===== src/rtl/vga_fb_pkg.sv =====
// Shared defaults, arbiter state type and index-width helper for the
// frame-buffer arbiter.
package vga_fb_pkg;

  localparam int FB_ADDR_W    = 15;
  localparam int FB_DATA_W    = 12;
  localparam int FB_NREQ      = 3;
  localparam int FB_MAX_BURST = 4;
  localparam int BURST_W      = 4;

  typedef enum logic {
    IDLE = 1'b0,
    OWN  = 1'b1
  } arb_state_t;

  // A requester index always needs at least one bit.
  function automatic int idx_w(input int n);
    return (n <= 2) ? 1 : $clog2(n);
  endfunction

endpackage


===== src/rtl/vga_fb_arbiter_rr_pick.sv =====
// Wrapped priority search: the first set request at or above ptr,
// wrapping from NREQ-1 back to 0.
module rr_pick #(
  parameter int NREQ  = 3,
  parameter int PTR_W = 2
) (
  input  logic [NREQ-1:0]  req,
  input  logic [PTR_W-1:0] ptr,
  output logic [NREQ-1:0]  winner,
  output logic             valid
);

  logic [PTR_W:0]   sum;
  logic [PTR_W-1:0] idx;

  always_comb begin
    winner = '0;
    valid  = 1'b0;
    sum    = '0;
    idx    = '0;
    for (int k = 0; k < NREQ; k++) begin
      sum = {1'b0, ptr} + (PTR_W+1)'(k);
      if (sum >= (PTR_W+1)'(NREQ)) sum = sum - (PTR_W+1)'(NREQ);
      idx = sum[PTR_W-1:0];
      if (!valid && req[idx]) begin
        winner[idx] = 1'b1;
        valid       = 1'b1;
      end
    end
  end

endmodule


===== src/rtl/vga_fb_arbiter.sv =====
// Single-port RGB444 frame-buffer arbiter: display reads always win, drawing
// writers share the remaining slots round-robin with a bounded burst.
module vga_fb_arbiter
  import vga_fb_pkg::*;
#(
  parameter int NREQ      = FB_NREQ,
  parameter int ADDR_W    = FB_ADDR_W,
  parameter int DATA_W    = FB_DATA_W,
  parameter int MAX_BURST = FB_MAX_BURST
) (
  input  logic                     clk,
  input  logic                     rst_n,
  input  logic                     rd_req,
  input  logic [ADDR_W-1:0]        rd_addr,
  output logic                     rd_valid,
  output logic [DATA_W-1:0]        rd_data,
  input  logic [NREQ-1:0]          req,
  input  logic [NREQ*ADDR_W-1:0]   req_addr,
  input  logic [NREQ*DATA_W-1:0]   req_data,
  output logic [NREQ-1:0]          gnt,
  output logic                     mem_en,
  output logic                     mem_we,
  output logic [ADDR_W-1:0]        mem_addr,
  output logic [DATA_W-1:0]        mem_wdata,
  input  logic [DATA_W-1:0]        mem_rdata,
  output logic                     dbg_state
);

  localparam int PTR_W = idx_w(NREQ);

  arb_state_t         state;
  logic [PTR_W-1:0]   owner;
  logic [PTR_W-1:0]   ptr;
  logic [BURST_W-1:0] burst_cnt;
  logic               rd_pend;

  logic               owner_keep;
  logic [PTR_W-1:0]   next_ptr;
  logic [PTR_W-1:0]   search_ptr;
  logic [NREQ-1:0]    pick_oh;
  logic               pick_valid;
  logic [PTR_W-1:0]   pick_idx;
  logic [ADDR_W-1:0]  sel_addr;
  logic [DATA_W-1:0]  sel_data;

  assign dbg_state = (state == OWN);

  assign owner_keep = (state == OWN) && req[owner] &&
                      (burst_cnt < BURST_W'(MAX_BURST));
  assign next_ptr   = (owner == PTR_W'(NREQ-1)) ? '0 : owner + 1'b1;
  // When ownership ends this cycle, search from owner+1 right away so the
  // next writer is granted without a bubble.
  assign search_ptr = (state == OWN) ? next_ptr : ptr;

  rr_pick #(
    .NREQ  (NREQ),
    .PTR_W (PTR_W)
  ) u_pick (
    .req    (req),
    .ptr    (search_ptr),
    .winner (pick_oh),
    .valid  (pick_valid)
  );

  always_comb begin
    pick_idx = '0;
    for (int i = 0; i < NREQ; i++)
      if (pick_oh[i]) pick_idx = PTR_W'(i);
  end

  // Handshake: a writer holds req/addr/data until gnt; the word transfers at
  // the edge where req[i] && gnt[i]. gnt is combinational, never without req.
  always_comb begin
    gnt = '0;
    if (rst_n && !rd_req) begin
      if (owner_keep)      gnt[owner] = 1'b1;
      else if (pick_valid) gnt = pick_oh;
    end
  end

  always_comb begin
    sel_addr = '0;
    sel_data = '0;
    for (int i = 0; i < NREQ; i++) begin
      if (gnt[i]) begin
        sel_addr = req_addr[i*ADDR_W +: ADDR_W];
        sel_data = req_data[i*DATA_W +: DATA_W];
      end
    end
  end

  always_ff @(posedge clk) begin
    if (!rst_n) begin
      state     <= IDLE;
      owner     <= '0;
      ptr       <= '0;
      burst_cnt <= '0;
      mem_en    <= 1'b0;
      mem_we    <= 1'b0;
      mem_addr  <= '0;
      mem_wdata <= '0;
      rd_pend   <= 1'b0;
      rd_valid  <= 1'b0;
      rd_data   <= '0;
    end else begin
      rd_pend  <= mem_en && !mem_we;
      rd_valid <= rd_pend;
      if (rd_pend) rd_data <= mem_rdata;

      if (rd_req) begin
        mem_en   <= 1'b1;
        mem_we   <= 1'b0;
        mem_addr <= rd_addr;
      end else if (|gnt) begin
        mem_en    <= 1'b1;
        mem_we    <= 1'b1;
        mem_addr  <= sel_addr;
        mem_wdata <= sel_data;
      end else begin
        mem_en <= 1'b0;
        mem_we <= 1'b0;
      end

      // Read cycles freeze ownership and the burst count.
      if (!rd_req) begin
        if (owner_keep) begin
          burst_cnt <= burst_cnt + 1'b1;
        end else begin
          if (state == OWN) ptr <= next_ptr;
          if (pick_valid) begin
            state     <= OWN;
            owner     <= pick_idx;
            burst_cnt <= BURST_W'(1);
          end else begin
            state     <= IDLE;
            burst_cnt <= '0;
          end
        end
      end
    end
  end

endmodule


===== config.mk =====
export PLATFORM = sky130hd
export DESIGN_NAME = vga_fb_arbiter
export DESIGN_NICKNAME = d
export VERILOG_FILES = /design/src/rtl/vga_fb_pkg.sv /design/src/rtl/vga_fb_arbiter_rr_pick.sv /design/src/rtl/vga_fb_arbiter.sv
export SDC_FILE = /design/constraint.sdc
export NUM_CORES = 1
export LEC_CHECK = 0
export CAP_MARGIN = 30
export CORE_UTILIZATION = 42
export CTS_CLUSTER_SIZE = 8
export DETAILED_ROUTE_END_ITERATION = 12
export PLACE_DENSITY = 0.86
export SLEW_MARGIN = 20
export SYNTH_ARGS = -nofsm -noshare
export SYNTH_HDL_FRONTEND = slang
export SYNTH_SLANG_ARGS = --single-unit
export TNS_END_PERCENT = 50

===== constraint.sdc =====
create_clock -name clk -period 6.05 [get_ports clk]
set_clock_uncertainty 0.2 [all_clocks]
set_input_delay 0.9075 -clock clk [delete_from_list [all_inputs] [get_ports clk]]
set_output_delay 0.9075 -clock clk [all_outputs]
set_load 0.01 [all_outputs]

==> implementation parameters <==
Parameter                              Value

Clock tree
  Buffers inserted by post-CTS timing repair    0
  Buffer type at the clock tree root    clkbuf_8
  TritonCTS sink count    52
  Number of buffers inserted by hold repair at cts    0
  Total clock buffers created by CTS    5
  Clock transition at the registers of the reported paths    100 ps
  Clock tree from TritonCTS    done
  # resized after CTS    0
  H-tree levels    2
  Maximum buffer depth of the clock tree    2
  Clock network latency to the later pin of the worst-skew pair    310 ps

GRT
  Via count of the first global-routing pass    just under 3000
  Congestion Overflow GR    0
  Global-route wire length before repair    about 15000 um
  Largest net degree at the start of global routing    between 40 and 50
  Antenna violations before repair    0
  Total global-route track usage    25.58%

Worst setup path
  Cell with the largest stage delay on the worst path    clkdlybuf4s50_1
  Maximum fanout encountered on the critical timing path    17
  Critical Setup Path Class    flop to output pin
  Data required time of the critical path    4940 ps
  Arrival @ worst endpoint    a little under 4000 ps
  CP cell instances    nor2b_1 -> mux2i_1 -> inv_1 -> ha_1 -> nand2_1 -> a221oi_1 -> a211oi_1 -> and2_1 -> nor2_2 -> buf_8 -> clkdlybuf4s50_1
  Startpoint types    flop
  Longest individual stage delay on the worst path    560 ps
  Critical path capture point type    output pin

Power
  Power per Cell Area    roughly 280 nW/um^2
  Standby leakage power    about 1.7 nW
  Overall power    about 1.3 mW
  Flop pwr share    between 30% and 40%
  Sw Share    a little over a third
  Portion of total power attributed to combinational logic    between 40% and 50%
  Cell internal power dissipation    approximately 0.84 mW
  Clock network fraction of design power    a little under a fifth
  Max IR drop VDD    roughly 0.00013 V
  Psw    0.4583 mW

Yosys
  Post-Syn Area    roughly 2900 um^2
  Syn Area/Cell    roughly 8.7 um^2
  Ranking of synthesized cells by area    dfxtp_1 (36%), mux2i_1 (6.9%), a32oi_1 (5.1%)
  Post-synthesis sequential area ratio    35.94%
  Number of warnings issued by yosys    0
  Post-synth net total    roughly 450
  Share of flip-flops with an asynchronous set or reset    0%
  Synth top area share    between 30% and 40%
  Number of flip-flops and latches in the synthesized netlist    52
  EDFF count, synth    0
  Post-synth top cells    dfxtp_1 (52), nor2_1 (29), nand2_1 (24)
  Netlist cell types    52
  Main synth FF type    dfxtp_1
  Most frequent cell after synthesis    dfxtp_1
  Cell taking the most area after synthesis    dfxtp_1
  Cell count after synthesis    between 300 and 400

Detailed routing
  First drt pass iteration count    4
  Vias per cell    about 5.7
  # DRC    0
  Total Wirelength    slightly above 9000 um
  Final ANT Viol Nets    0
  Vias    between 3000 and 4000
  Average detailed-routed wire length per instance    approximately 17 um
  DR iter-0 viols    between 150 and 200

Die
  I/O Pins    160
  Die outline width    around 85 um
  Die area    between 7000 and 8000 um^2
  Placeable core region    about 6500 um^2
  Number of core rows    29
  Effective utilization at floorplan    44.60%
  Vertical die dimension    about 85 um

Place
  Gpl congestion    between 0.9 and 1
  Number of placed instances with taps included    approximately 540
  HPWL Detailed    a little under 7000 um
  Worst-case setup slack after placement    1304 ps
  Number of buffers inserted by port buffering    159

STA
  Post-layout min period    4996 ps
  Setup repair after global routing missed its margin    false
  Setup-violating endpoint count in the final report    0
  Accumulated negative setup slack    0 ps
  Period utilisation layout    ~83%
  Least setup slack across all paths after layout    around 1100 ps
  Number of pins exceeding their max-slew limit in the final report    0
  Final Hold Fails    0
  Max_slew headroom    ~42%
  Worst Tran Pin Value    866.3 ps
  Peak Freq    roughly 0.20 GHz
  Hold slack    between 200 and 250 ps

Layout
  Count of antenna diodes in the layout    0
  Final nets    approximately 600
  Filler Cells Inserted    roughly 520
  Share of final-layout standard cells stronger than drive strength 1    ~5.7%
  Area growth from synthesis to final layout    58.23%
  Final std cells w/o fill    550

Status
  Result of the run    completed

Run
  Count of max-cap constraint violations    0

Worst hold path
  Path class of the lowest-slack min-delay path    flop to flop
-- registers in the layout, indices dropped and copies added (netlist names) --
signal	cells
mem_addr	15
rd_data	12
mem_en	1
burst_cnt	4
dbg_state	1
mem_we	1
ptr	2
rd_pend	1
owner	2
mem_wdata	12
rd_valid	1
-- metrics by stage --
step / area, um^2 / util (%)
2_1_floorplan: 2897 / -
3_3_place_gp: 4446 / 68.45
3_5_place_dp: 4461 / 68.68
4_1_cts: 4572 / 70.39
5_1_grt: 4583 / 70.56
6_report: 4583 / 70.56
-- placed cells by master (no fill, tap or decap), drive strengths merged, types with 4 or more instances in the layout --
cell type,instances
clkdlybuf4s50,159
dfxtp,52
nor2,30
nand2,24
o21ai,24
mux2i,20
a32oi,17
a21oi,13
o211ai,13
and2,12
nand4,11
a22oi,10
a221oi,10
a22o,7
inv,7
nor3,6
nor2b,6
ha,5
clkbuf,5
buf,5
nand2b,4
a211oi,4
-- final timing paths --
path                                     end  slack [ps]     start  depth (start not counted)
worst min-delay path                 rd_pend         210    mem_we                          1
worst min register to register       rd_pend         210    mem_we                          1
worst max register to register  mem_addr[11]        1600  owner[0]                         13
worst max-delay path                  gnt[1]        1050  owner[0]                         11
-- power by group through the flow --
stage	sequential [mW]	clock, mW	combinational, mW
final	0.449	0.241	0.605
after global routing	0.457	0.264	0.651
after CTS	0.449	0.244	0.594
after detailed placement	0.456	0	0.592
after global placement	0.453	0	0.581
after floorplan	0.478	0	0.331
-- final cells by class --
cell class	instances	area [um^2]	share of cell area [%]
Tap cell	77	96.34	2.102
Multi-Input combinational cell	242	1668	36.39
Timing Repair Buffer	164	1640	35.79
Inverter	7	26.28	0.5733
Clock inverter	3	42.54	0.9282
Sequential cell	52	1041	22.71
Clock buffer	5	68.82	1.502
-- per-layer routing --
layer  share of wire (%)  global-route usage [%]  vias to the layer above
met4                 3.1                   10.79                        0
met5                   0                       0                        -
li1                    -                       -                     1530
met3                 7.5                   4.767                       19
met2                  48                   42.67                      149
met1                  41                   32.45                     1440
-- worst max-delay path, delay by kind of cell, from the launching register on --
family,cells,cell delay [ps]
AOI/OAI and AO/OA,2,480
adders and majority gates,1,490
buffers and inverters,3,910
DFF,1,400
muxes,1,280
and+or+nand+nor,4,1010
-- cell families (layout without fill, tap and decap cells) --
family / count (synthesis) / count (layout) / share of synthesized area [%]
AO/OA/AOI/OAI: 113 / 113 / 29.24
adder cells (fa/ha/maj): 5 / 5 / 2.160
buffers and inverters: 38 / 179 / 6.565
flip-flops: 52 / 52 / 35.94
multiplexers: 22 / 22 / 7.818
AND/OR/NAND/NOR: 102 / 102 / 18.27
Note: power is estimated with default switching activity, not from simulation.
